### config.mk
export PLATFORM = sky130hd
export DESIGN_NAME = spi_slave_sync
export DESIGN_NICKNAME = d
export VERILOG_FILES = /design/src/rtl/spi_slave_sync.sv
export SDC_FILE = /design/constraint.sdc
export NUM_CORES = 1
export LEC_CHECK = 0
export ABC_AREA = 1
export ABC_CLOCK_PERIOD_IN_PS = 3500
export CORE_MARGIN = 2
export CORE_UTILIZATION = 45
export DETAILED_ROUTE_END_ITERATION = 12
export PLACE_DENSITY_LB_ADDON = 0.25
export SETUP_SLACK_MARGIN = 0.3
export SLEW_MARGIN = 10
export SYNTH_ARGS = -nofsm -noshare
export SYNTH_HDL_FRONTEND = slang
export SYNTH_SLANG_ARGS = --single-unit
### constraint.sdc
create_clock -name clk -period 3.5 [get_ports clk]
set_input_delay 0.7 -clock clk [delete_from_list [all_inputs] [get_ports clk]]
set_output_delay 0.7 -clock clk [all_outputs]
set_load 0.02 [all_outputs]
### src/rtl/spi_slave_sync.sv
// SPI mode-0 slave (MSB first) running entirely on clk: oversampled pins, command/address/data
// framing onto a register-file port with single-cycle strobes and burst auto-increment.
module spi_slave_sync #(
    parameter int unsigned ADDR_W      = 8,
    parameter int unsigned DATA_W      = 8,
    parameter int unsigned SYNC_STAGES = 2,
    parameter logic [7:0]  CMD_RD      = 8'hC1,
    parameter logic [7:0]  CMD_RDB     = 8'hC5,
    parameter logic [7:0]  CMD_WR      = 8'hC2,
    parameter logic [7:0]  CMD_WRB     = 8'hCA
) (
    input  logic              clk,
    input  logic              rst,
    input  logic              csn,
    input  logic              sclk,
    input  logic              mosi,
    output logic              miso,
    output logic              miso_oe,
    output logic [ADDR_W-1:0] rf_addr,
    output logic [DATA_W-1:0] rf_din,
    output logic              rf_we,
    output logic              rf_re,
    input  logic [DATA_W-1:0] rf_dout,
    output logic              busy,
    output logic              cmd_err
);
    localparam int unsigned MAX_W = (ADDR_W > DATA_W) ? ((ADDR_W > 8) ? ADDR_W : 8)
                                                      : ((DATA_W > 8) ? DATA_W : 8);
    localparam int unsigned CNT_W = $clog2(MAX_W + 1);

    typedef enum logic [2:0] {ST_IGNORE, ST_CMD, ST_ADDR, ST_DATA, ST_HOLD} state_t;

    state_t r_state, w_next_state;

    logic [SYNC_STAGES-1:0] r_csn_sync, r_sclk_sync, r_mosi_sync;
    logic                   r_sclk_prev;
    logic [6:0]             r_cmd_sh;
    logic [7:0]             r_cmd;
    logic [DATA_W-2:0]      r_data_sh;
    logic [DATA_W-1:0]      r_tx;
    logic [CNT_W-1:0]       r_bit_cnt;
    logic [ADDR_W-1:0]      r_addr;
    logic [DATA_W-1:0]      r_din;
    logic                   r_we, r_re, r_oe, r_err;

    logic              w_csn_s, w_sclk_s, w_mosi_s, w_rise, w_fall;
    logic [7:0]        w_cmd_byte;
    logic [DATA_W-1:0] w_data_word;
    logic              w_cmd_known, w_is_read, w_is_burst;
    logic              w_last_cmd, w_last_addr, w_last_data;

    always_ff @(posedge clk) begin
        if (rst) begin
            r_csn_sync  <= '0;
            r_sclk_sync <= '0;
            r_mosi_sync <= '0;
            r_sclk_prev <= 1'b0;
        end else begin
            r_csn_sync  <= {r_csn_sync[SYNC_STAGES-2:0], csn};
            r_sclk_sync <= {r_sclk_sync[SYNC_STAGES-2:0], sclk};
            r_mosi_sync <= {r_mosi_sync[SYNC_STAGES-2:0], mosi};
            r_sclk_prev <= w_sclk_s;
        end
    end

    assign w_csn_s     = r_csn_sync[SYNC_STAGES-1];
    assign w_sclk_s    = r_sclk_sync[SYNC_STAGES-1];
    assign w_mosi_s    = r_mosi_sync[SYNC_STAGES-1];
    assign w_rise      = w_sclk_s & ~r_sclk_prev;
    assign w_fall      = ~w_sclk_s & r_sclk_prev;

    assign w_cmd_byte  = {r_cmd_sh, w_mosi_s};
    assign w_data_word = {r_data_sh, w_mosi_s};
    assign w_cmd_known = (w_cmd_byte == CMD_RD) || (w_cmd_byte == CMD_RDB) ||
                         (w_cmd_byte == CMD_WR) || (w_cmd_byte == CMD_WRB);
    assign w_is_read   = (r_cmd == CMD_RD)  || (r_cmd == CMD_RDB);
    assign w_is_burst  = (r_cmd == CMD_RDB) || (r_cmd == CMD_WRB);
    assign w_last_cmd  = (r_bit_cnt == CNT_W'(7));
    assign w_last_addr = (r_bit_cnt == CNT_W'(ADDR_W - 1));
    assign w_last_data = (r_bit_cnt == CNT_W'(DATA_W - 1));

    always_ff @(posedge clk) begin
        if (rst) r_state <= ST_IGNORE;
        else     r_state <= w_next_state;
    end

    // NOTE: next state defaults to the current state so every path assigns it and no latch is inferred.
    always_comb begin
        w_next_state = r_state;
        if (w_csn_s) begin
            w_next_state = ST_CMD;
        end else begin
            case (r_state)
                ST_CMD:  if (w_rise && w_last_cmd)  w_next_state = w_cmd_known ? ST_ADDR : ST_IGNORE;
                ST_ADDR: if (w_rise && w_last_addr) w_next_state = ST_DATA;
                ST_DATA: if (w_rise && w_last_data && !w_is_burst) w_next_state = ST_HOLD;
                default: ;
            endcase
        end
    end

    always_ff @(posedge clk) begin
        if (rst) begin
            r_cmd_sh  <= '0;
            r_cmd     <= '0;
            r_data_sh <= '0;
            r_tx      <= '0;
            r_bit_cnt <= '0;
            r_addr    <= '0;
            r_din     <= '0;
            r_we      <= 1'b0;
            r_re      <= 1'b0;
            r_oe      <= 1'b0;
            r_err     <= 1'b0;
        end else begin
            r_we  <= 1'b0;
            r_re  <= 1'b0;
            r_err <= 1'b0;
            if (w_csn_s) begin
                // Frame boundary: anything partially shifted in is dropped without a strobe.
                r_cmd_sh  <= '0;
                r_data_sh <= '0;
                r_tx      <= '0;
                r_bit_cnt <= '0;
                r_oe      <= 1'b0;
            end else begin
                case (r_state)
                    ST_CMD: if (w_rise) begin
                        r_cmd_sh <= w_cmd_byte[6:0];
                        if (w_last_cmd) begin
                            r_bit_cnt <= '0;
                            r_cmd     <= w_cmd_byte;
                            r_err     <= ~w_cmd_known;
                        end else begin
                            r_bit_cnt <= r_bit_cnt + CNT_W'(1);
                        end
                    end
                    ST_ADDR: if (w_rise) begin
                        r_addr <= ADDR_W'({r_addr, w_mosi_s});
                        if (w_last_addr) begin
                            r_bit_cnt <= '0;
                            r_re      <= w_is_read;
                        end else begin
                            r_bit_cnt <= r_bit_cnt + CNT_W'(1);
                        end
                    end
                    ST_DATA: begin
                        // A load lands between the word's last rise and the next fall, so it never meets a shift.
                        if (r_re) begin
                            r_tx <= rf_dout;
                            r_oe <= 1'b1;
                        end else if (w_fall && r_bit_cnt != '0) begin
                            r_tx <= r_tx << 1;
                        end
                        if (r_we) r_addr <= r_addr + ADDR_W'(1);
                        if (w_rise) begin
                            r_data_sh <= w_data_word[DATA_W-2:0];
                            if (w_last_data) begin
                                r_bit_cnt <= '0;
                                if (!w_is_read) begin
                                    r_din <= w_data_word;
                                    r_we  <= 1'b1;
                                end else if (w_is_burst) begin
                                    r_addr <= r_addr + ADDR_W'(1);
                                    r_re   <= 1'b1;
                                end else begin
                                    r_tx <= '0;
                                end
                            end else begin
                                r_bit_cnt <= r_bit_cnt + CNT_W'(1);
                            end
                        end
                    end
                    default: ;
                endcase
            end
        end
    end

    assign miso    = r_tx[DATA_W-1];
    assign miso_oe = r_oe;
    assign rf_addr = r_addr;
    assign rf_din  = r_din;
    assign rf_we   = r_we;
    assign rf_re   = r_re;
    assign cmd_err = r_err;
    assign busy    = ~w_csn_s && (r_state != ST_IGNORE);

endmodule
==> summary.md, run 1 <==
| Metric | Value |
|---|---|
| Worst vdd ir | `0.251 mV` |
| Area post-placement | `~3300 µm²` |
| DRC | `0` |
| Die Width | `approximately 84 µm` |
| Setup-failing EPs final | `0` |
| Sequential share of power | `between 40% and 50%` |
| Comb power frac | `under 10%` |
| Antenna violations before repair | `0` |
| Clk buf depth | `2` |
| Core area | `6280 µm²` |
| Post_cts resized | `0` |
| Hold Crit Class | `flop to flop` |
| Netlist cell types | `31` |
| Syn Inst Count | `about 400` |
| Seq/Total Area, Yosys | `44.2%` |
| Full die area | `7110 µm²` |
| N_diodes | `0` |
| Final wirelength | `between 6 and 7 mm` |
| Largest net degree at the start of global routing | `25` |
| CTS Buf Count | `9` |
| Number of global-route vias before repair | `2398` |
| Count of pins over their slew limit | `0` |
| GRT Util Overall | `18.6%` |
| Leading cell type in the layout, fill and taps excluded | `dfxtp_1` |
| Fmax achieved | `0.407 GHz` |
| Via/cell ratio | `a little over 5` |
| Placer Congestion | `a little over 0.8` |
| Crit path DAT | `1760 ps` |
| Period minus WS final | `~2500 ps` |
| Overflow after GRT | `0` |
| Maximum Capacitance Violations | `0` |
| Pleak | `between 0.001 and 0.0015 µW` |
| Max Fanout on Critical Path | `5` |
| Power share of the clock group | `roughly half` |
| Sw frac | `20.1%` |
| Vias post-DR | `2586` |
| Syn_nets | `414` |
| # nets final | `around 450` |
| Worst setup SP type | `flop` |
| Dpl hpwl | `4.27 mm` |
| Hold Violations, Final | `0` |
| Global-route wire length before repair | `10.7 mm` |
| Synth warn | `0` |
| Post-layout util | `56.2%` |
| Setup Fix Bufs, Post-CTS | `0` |
| Sw power | `308 µW` |
| Unrepaired setup endpoints after global routing | `false` |
| Pwr Total | `1530 µW` |
| Internal | `~1200 µW` |
| ANT nets after route | `0` |
| Io pins | `35` |
| Worst-path clk slew | `70 ps` |
| Worst skew pair latency | `about 330 ps` |
| Avg Cell Area, Syn | `between 7 and 8 µm²` |
| Hold buffer count at CTS | `0` |
| Synth-to-Final Area Change | `21.6%` |
| Final Cycle Share | `70.2%` |
| Status | `finished, final reports clean` |
| Setup TNS | `0 ps` |
| Drt wl/cell | `11.9 µm` |
| Power per cell area | `approximately 430 nW/µm²` |
| Worst Tran Pin Value | `623 ps` |
| Setup Crit Path Kind | `flop to output pin` |
| Num rows | `29` |
| Rel. slew slack | `58.3%` |
| Worst Setup End Kind | `output pin` |
| Number of port buffers | `34` |
| H-tree lvl count | `3` |
| Final worst slack | `around 1000 ps` |
| Mapped cell area | `slightly below 3000 µm²` |
| Layout cell share with drive strength beyond 1 | `8.47%` |
| Die H | `84.3 µm` |
| #FFs+latches synth | `64` |
| Post-route cell area | `3530 µm²` |
| Initial Util | `46.2%` |
| TritonCTS clock tree | `built` |
| Clock sinks | `64` |
| Commonest non-fill, non-tap cells in the layout | `dfxtp_1 (64), nand2_1 (62), inv_1 (53), a21oi_1 (53), nor2_1 (45)` |
| WP data required | `2800 ps` |
| Fin Clk Skew | `between 7 and 8 ps` |
| Router iterations before antenna repair | `4` |
| Initial detailed-routing violation count | `167` |
| Worst R2R Setup Slack | `approximately 1500 ps` |
| Dpl ws | `1330 ps` |
| CTS root buffer | `clkbuf_8` |
## worst paths after layout
kind,startpoint,to,cells after the start
min,r_sclk_sync[0],r_sclk_sync[1],2
max,r_state[1],busy,3
min reg2reg,r_sclk_sync[0],r_sclk_sync[1],2
max reg2reg,r_bit_cnt[0],r_tx[7],9
## Yosys cell counts, drive strengths merged
library cell	count	area share, %
nand2	65	8.8
buf	6	1.2
inv	57	7.4
clkbuf	7	0.91
o21bai	1	0.26
nand3b	1	0.26
dfxtp	64	44
a31oi	1	0.22
o21ai	36	6.9
nand4	3	0.65
nor2	50	8.4
nor3	5	1.3
a21oi	53	9.1
xor2	1	0.30
a211oi	3	0.78
o21a	2	0.52
o211ai	6	1.7
nand3	32	5.7
ha	3	1.3
clkinv	2	0.26
## power by group through the flow
stage | Sequential, µW | Clock, µW | Combinational, µW
2_1_floorplan | 752 | 0 | 27.0
3_3_place_gp | 753 | 0 | 48.8
3_5_place_dp | 753 | 0 | 49.2
4_1_cts | 736 | 765 | 49.6
5_1_grt | 737 | 795 | 55.2
6_report | 737 | 748 | 49.1
## worst max-delay path, stage by stage (launching register included)
cell and delay, ps:
dfxtp_1 440, inv_1 100, a31oi_1 240, clkdlybuf4s50_1 640
## state kept, by name, summed over array words and instances (netlist names), 3 cells and up
register	cells
r_tx	8
r_cmd_sh	7
rf_addr	8
r_bit_cnt	4
r_cmd	8
rf_din	8
r_data_sh	7
r_state	3
## cell type report
cell class	count	area (µm²)
inverter	59	221
multi-input combinational	262	1340
sequential	64	1280
timing repair buffer	36	355
clock inverter	6	108
fill	593	2750
clock buffer	10	128
tap	77	96.3
## per-stage QoR
stage               instances  hold WS, ps
floorplan                 398          388
global placement          498          394
global route              514          413
CTS                       514          403
detailed placement        498          393
finish                    514          401
## cells by family after synthesis
| family | after synthesis | synth area share, % |
|---|---|---|
| AO/OA/AOI/OAI | 102 | 19.5 |
| AND/OR/NAND/NOR | 156 | 25.1 |
| XOR/XNOR | 1 | 0.302 |
| buffers and inverters | 72 | 9.70 |
| flip-flops | 64 | 44.2 |
| adder cells (fa/ha/maj) | 3 | 1.29 |
## layer usage
metal	vias to the layer above	part of all wire (%)	wire length [µm]	track usage [%]
met3	6	3.6	222	3.44
met5	-	0	0	0
li1	1363	-	-	-
met4	0	0.77	47	9.97
met1	1170	50	3040	25.6
met2	47	46	2810	27.8
Power figures use the tool's default switching activity.
==> run 2, diff against run 1 <==
--- a/config.mk
+++ b/config.mk
@@ -6,7 +6,7 @@
 export NUM_CORES = 1
 export LEC_CHECK = 0
 export ABC_AREA = 1
-export ABC_CLOCK_PERIOD_IN_PS = 3500
+export ABC_CLOCK_PERIOD_IN_PS = 2200
 export CORE_MARGIN = 2
 export CORE_UTILIZATION = 45
 export DETAILED_ROUTE_END_ITERATION = 12
==> constraint.sdc (replaced) <==
create_clock -name clk -period 2.2 [get_ports clk]
set_input_delay 0.44 -clock clk [delete_from_list [all_inputs] [get_ports clk]]
set_output_delay 0.44 -clock clk [all_outputs]
set_load 0.02 [all_outputs]
==> run 2 against run 1 <==
Clock power grew 51%. Clock skew grew 1.2 ps. Register-to-register slack lost 1000 ps. Final cell count grew 0.58%. Utilization grew 0.48 points. Global-route usage shrank 0.16 points. Die area is the same. Critical endpoint is now rf_addr[5]. Largest power group is now sequential cells.
==> summary.md, run 2 (synthesized netlist as in run 1, its figures left out) <==
| Metric | Value |
|---|---|
| Status | `finished, final reports clean (unchanged)` |
| ANT nets after route | `0 (unchanged)` |
| Global-route wire length before repair | `10.8 mm (was 10.7 mm)` |
| Number of port buffers | `34 (unchanged)` |
| Die H | `84.3 µm (unchanged)` |
| Io pins | `35 (unchanged)` |
| Layout cell share with drive strength beyond 1 | `9.77% (was 8.47%)` |
| Fin Clk Skew | `8.33 ps (was 7.13 ps)` |
| Fmax achieved | `approximately 0.55 GHz` |
| Final wirelength | `6.24 mm (was 6.11 mm)` |
| Comb power frac | `3.4% (was 3.2%)` |
| Hold Violations, Final | `0 (unchanged)` |
| Vias post-DR | `2589 (was 2586)` |
| Initial detailed-routing violation count | `145 (was 167)` |
| Core area | `6280 µm² (unchanged)` |
| Maximum Capacitance Violations | `0 (unchanged)` |
| Fill count | `608 (was 593)` |
| Final Cycle Share | `82.2%` |
| Slowest cell on the critical path | `clkdlybuf4s50_1 (unchanged)` |
| CTS Buf Count | `9 (unchanged)` |
| WP data required | `1760 ps (was 2800 ps)` |
| Pleak | `0.00139 µW (was 0.00135 µW)` |
| Rel. slew slack | `70.1% (was 58.3%)` |
| Full die area | `7110 µm² (unchanged)` |
| CTS root buffer | `clkbuf_8 (unchanged)` |
| Setup Fix Bufs, Post-CTS | `0 (unchanged)` |
| Setup Crit Path Kind | `flop to output pin (unchanged)` |
| Die Width | `84.3 µm (unchanged)` |
| DRC | `0 (unchanged)` |
| TritonCTS clock tree | `built (unchanged)` |
| Setup TNS | `0 ps (unchanged)` |
| Internal | `1870 µW (was 1230 µW)` |
| Largest net degree at the start of global routing | `25 (unchanged)` |
| Commonest non-fill, non-tap cells in the layout | `dfxtp_1 (64), nand2_1 (62), inv_1 (53), a21oi_1 (53), nor2_1 (44) (was dfxtp_1 (64), nand2_1 (62), inv_1 (53), a21oi_1 (53), nor2_1 (45))` |
| Synth-to-Final Area Change | `22.6% (was 21.6%)` |
| Clk buf depth | `2 (unchanged)` |
| Number of global-route vias before repair | `2381 (was 2398)` |
| Crit path DAT | `1370 ps (was 1760 ps)` |
| Leading cell type in the layout, fill and taps excluded | `dfxtp_1 (unchanged)` |
| Power per cell area | `668 nW/µm² (was 435 nW/µm²)` |
| H-tree lvl count | `3 (unchanged)` |
| CP Cell Sequence | `clkdlybuf4s50_1 (was inv_1 -> a31oi_1 -> clkdlybuf4s50_1)` |
| Worst Tran Pin Value | `447 ps (was 623 ps)` |
| Dpl cells | `501 (was 498)` |
| CP Buf/Inv Count | `1 (was 2)` |
| CP delay by family, top | `buffers and inverters (unchanged)` |
| Worst setup SP type | `flop (unchanged)` |
| Dpl hpwl | `4.32 mm (was 4.27 mm)` |
| Power share of the clock group | `47.3% (was 48.8%)` |
| Antenna violations before repair | `0 (unchanged)` |
| N_diodes | `0 (unchanged)` |
| Hold buffer count at CTS | `0 (unchanged)` |
| Via/cell ratio | `5.01 (was 5.03)` |
| Worst vdd ir | `0.385 mV (was 0.251 mV)` |
| Period minus WS final | `approximately 1800 ps` |
| Max Fanout on Critical Path | `5 (unchanged)` |
| CP peak stage delay | `630 ps (was 640 ps)` |
| Sw frac | `21.5% (was 20.1%)` |
| GRT Util Overall | `18.5% (was 18.6%)` |
| Sequential share of power | `49.3% (was 48.0%)` |
| Worst-path clk slew | `70 ps (about the same)` |
| Sw power | `511 µW (was 308 µW)` |
| Placer Congestion | `0.832 (was 0.814)` |
| Unrepaired setup endpoints after global routing | `false (unchanged)` |
| Initial Util | `46.2% (unchanged)` |
| Register area | `1280 µm² (unchanged)` |
| Worst Setup End Kind | `output pin (unchanged)` |
| Num rows | `29 (unchanged)` |
| Overflow after GRT | `0 (unchanged)` |
| Clock sinks | `64 (unchanged)` |
| Non-Filler Instances | `517 (was 514)` |
| Multi-input gate area | `1360 µm² (was 1340 µm²)` |
| Drt wl/cell | `12.1 µm (was 11.9 µm)` |
| Setup-failing EPs final | `0 (unchanged)` |
| Count of pins over their slew limit | `0 (unchanged)` |
| Router iterations before antenna repair | `4 (unchanged)` |
| Worst skew pair latency | `340 ps (was 330 ps)` |
| # nets final | `451 (was 448)` |
| Hold Crit Class | `flop to flop (unchanged)` |
==> run 2: path summary, 6_finish.rpt <==
check,from,to,slack (ps),depth (start not counted)
worst max-delay path,rf_addr[5],rf_addr[5],390,1
worst min register to register,r_csn_sync[0],r_csn_sync[1],410,2
worst max register to register,r_state[0],rf_din[0],480,10
worst min-delay path,r_csn_sync[0],r_csn_sync[1],410,2
==> run 2: routing by layer <==
metal,up-vias,part of all wire (%),GRT usage [%]
met5,-,0,0
li1,1369,-,-
met4,0,1.7,7.48
met1,1166,50,25.8
met2,45,45,27.6
met3,9,3.9,4.23
==> run 2: cell type report <==
cell class / instances / share of cell area (%)
timing repair buffer: 39 / 10.6
multi-input combinational: 262 / 38.2
tap: 77 / 2.71
sequential: 64 / 36.0
clock inverter: 5 / 2.25
inverter: 59 / 6.22
clock buffer: 11 / 3.97
==> run 2: power by group through the flow <==
stage / registers (µW) / clock network, µW / logic, µW
after floorplan: 1200 / 0 / 42.9
after global placement: 1200 / 0 / 80.0
after detailed placement: 1200 / 0 / 80.5
after CTS: 1170 / 1140 / 80.6
after global routing: 1170 / 1190 / 91.3
final: 1170 / 1130 / 80.7
==> run 2: repair_timing <==
action,in CTS,in global routing
cloned,0,0
pin swaps,0,0
resized for setup,1,9
setup endpoints to repair,1,16
==> run 2: per-stage QoR <==
| stage | hold slack [ps] | area [µm²] | setup slack [ps] | power [µW] | util (%) |
|---|---|---|---|---|---|
| 2_1_floorplan | 388 | 2900 | 676 | 1240 | - |
| 3_3_place_gp | 398 | 3320 | 422 | 1280 | 52.8 |
| 3_5_place_dp | 402 | 3320 | 338 | 1280 | 52.8 |
| 4_1_cts | 412 | 3540 | 318 | 2400 | 56.3 |
| 5_1_grt | 426 | 3560 | 312 | 2460 | 56.7 |
| 6_report | 408 | 3560 | 393 | 2380 | 56.7 |
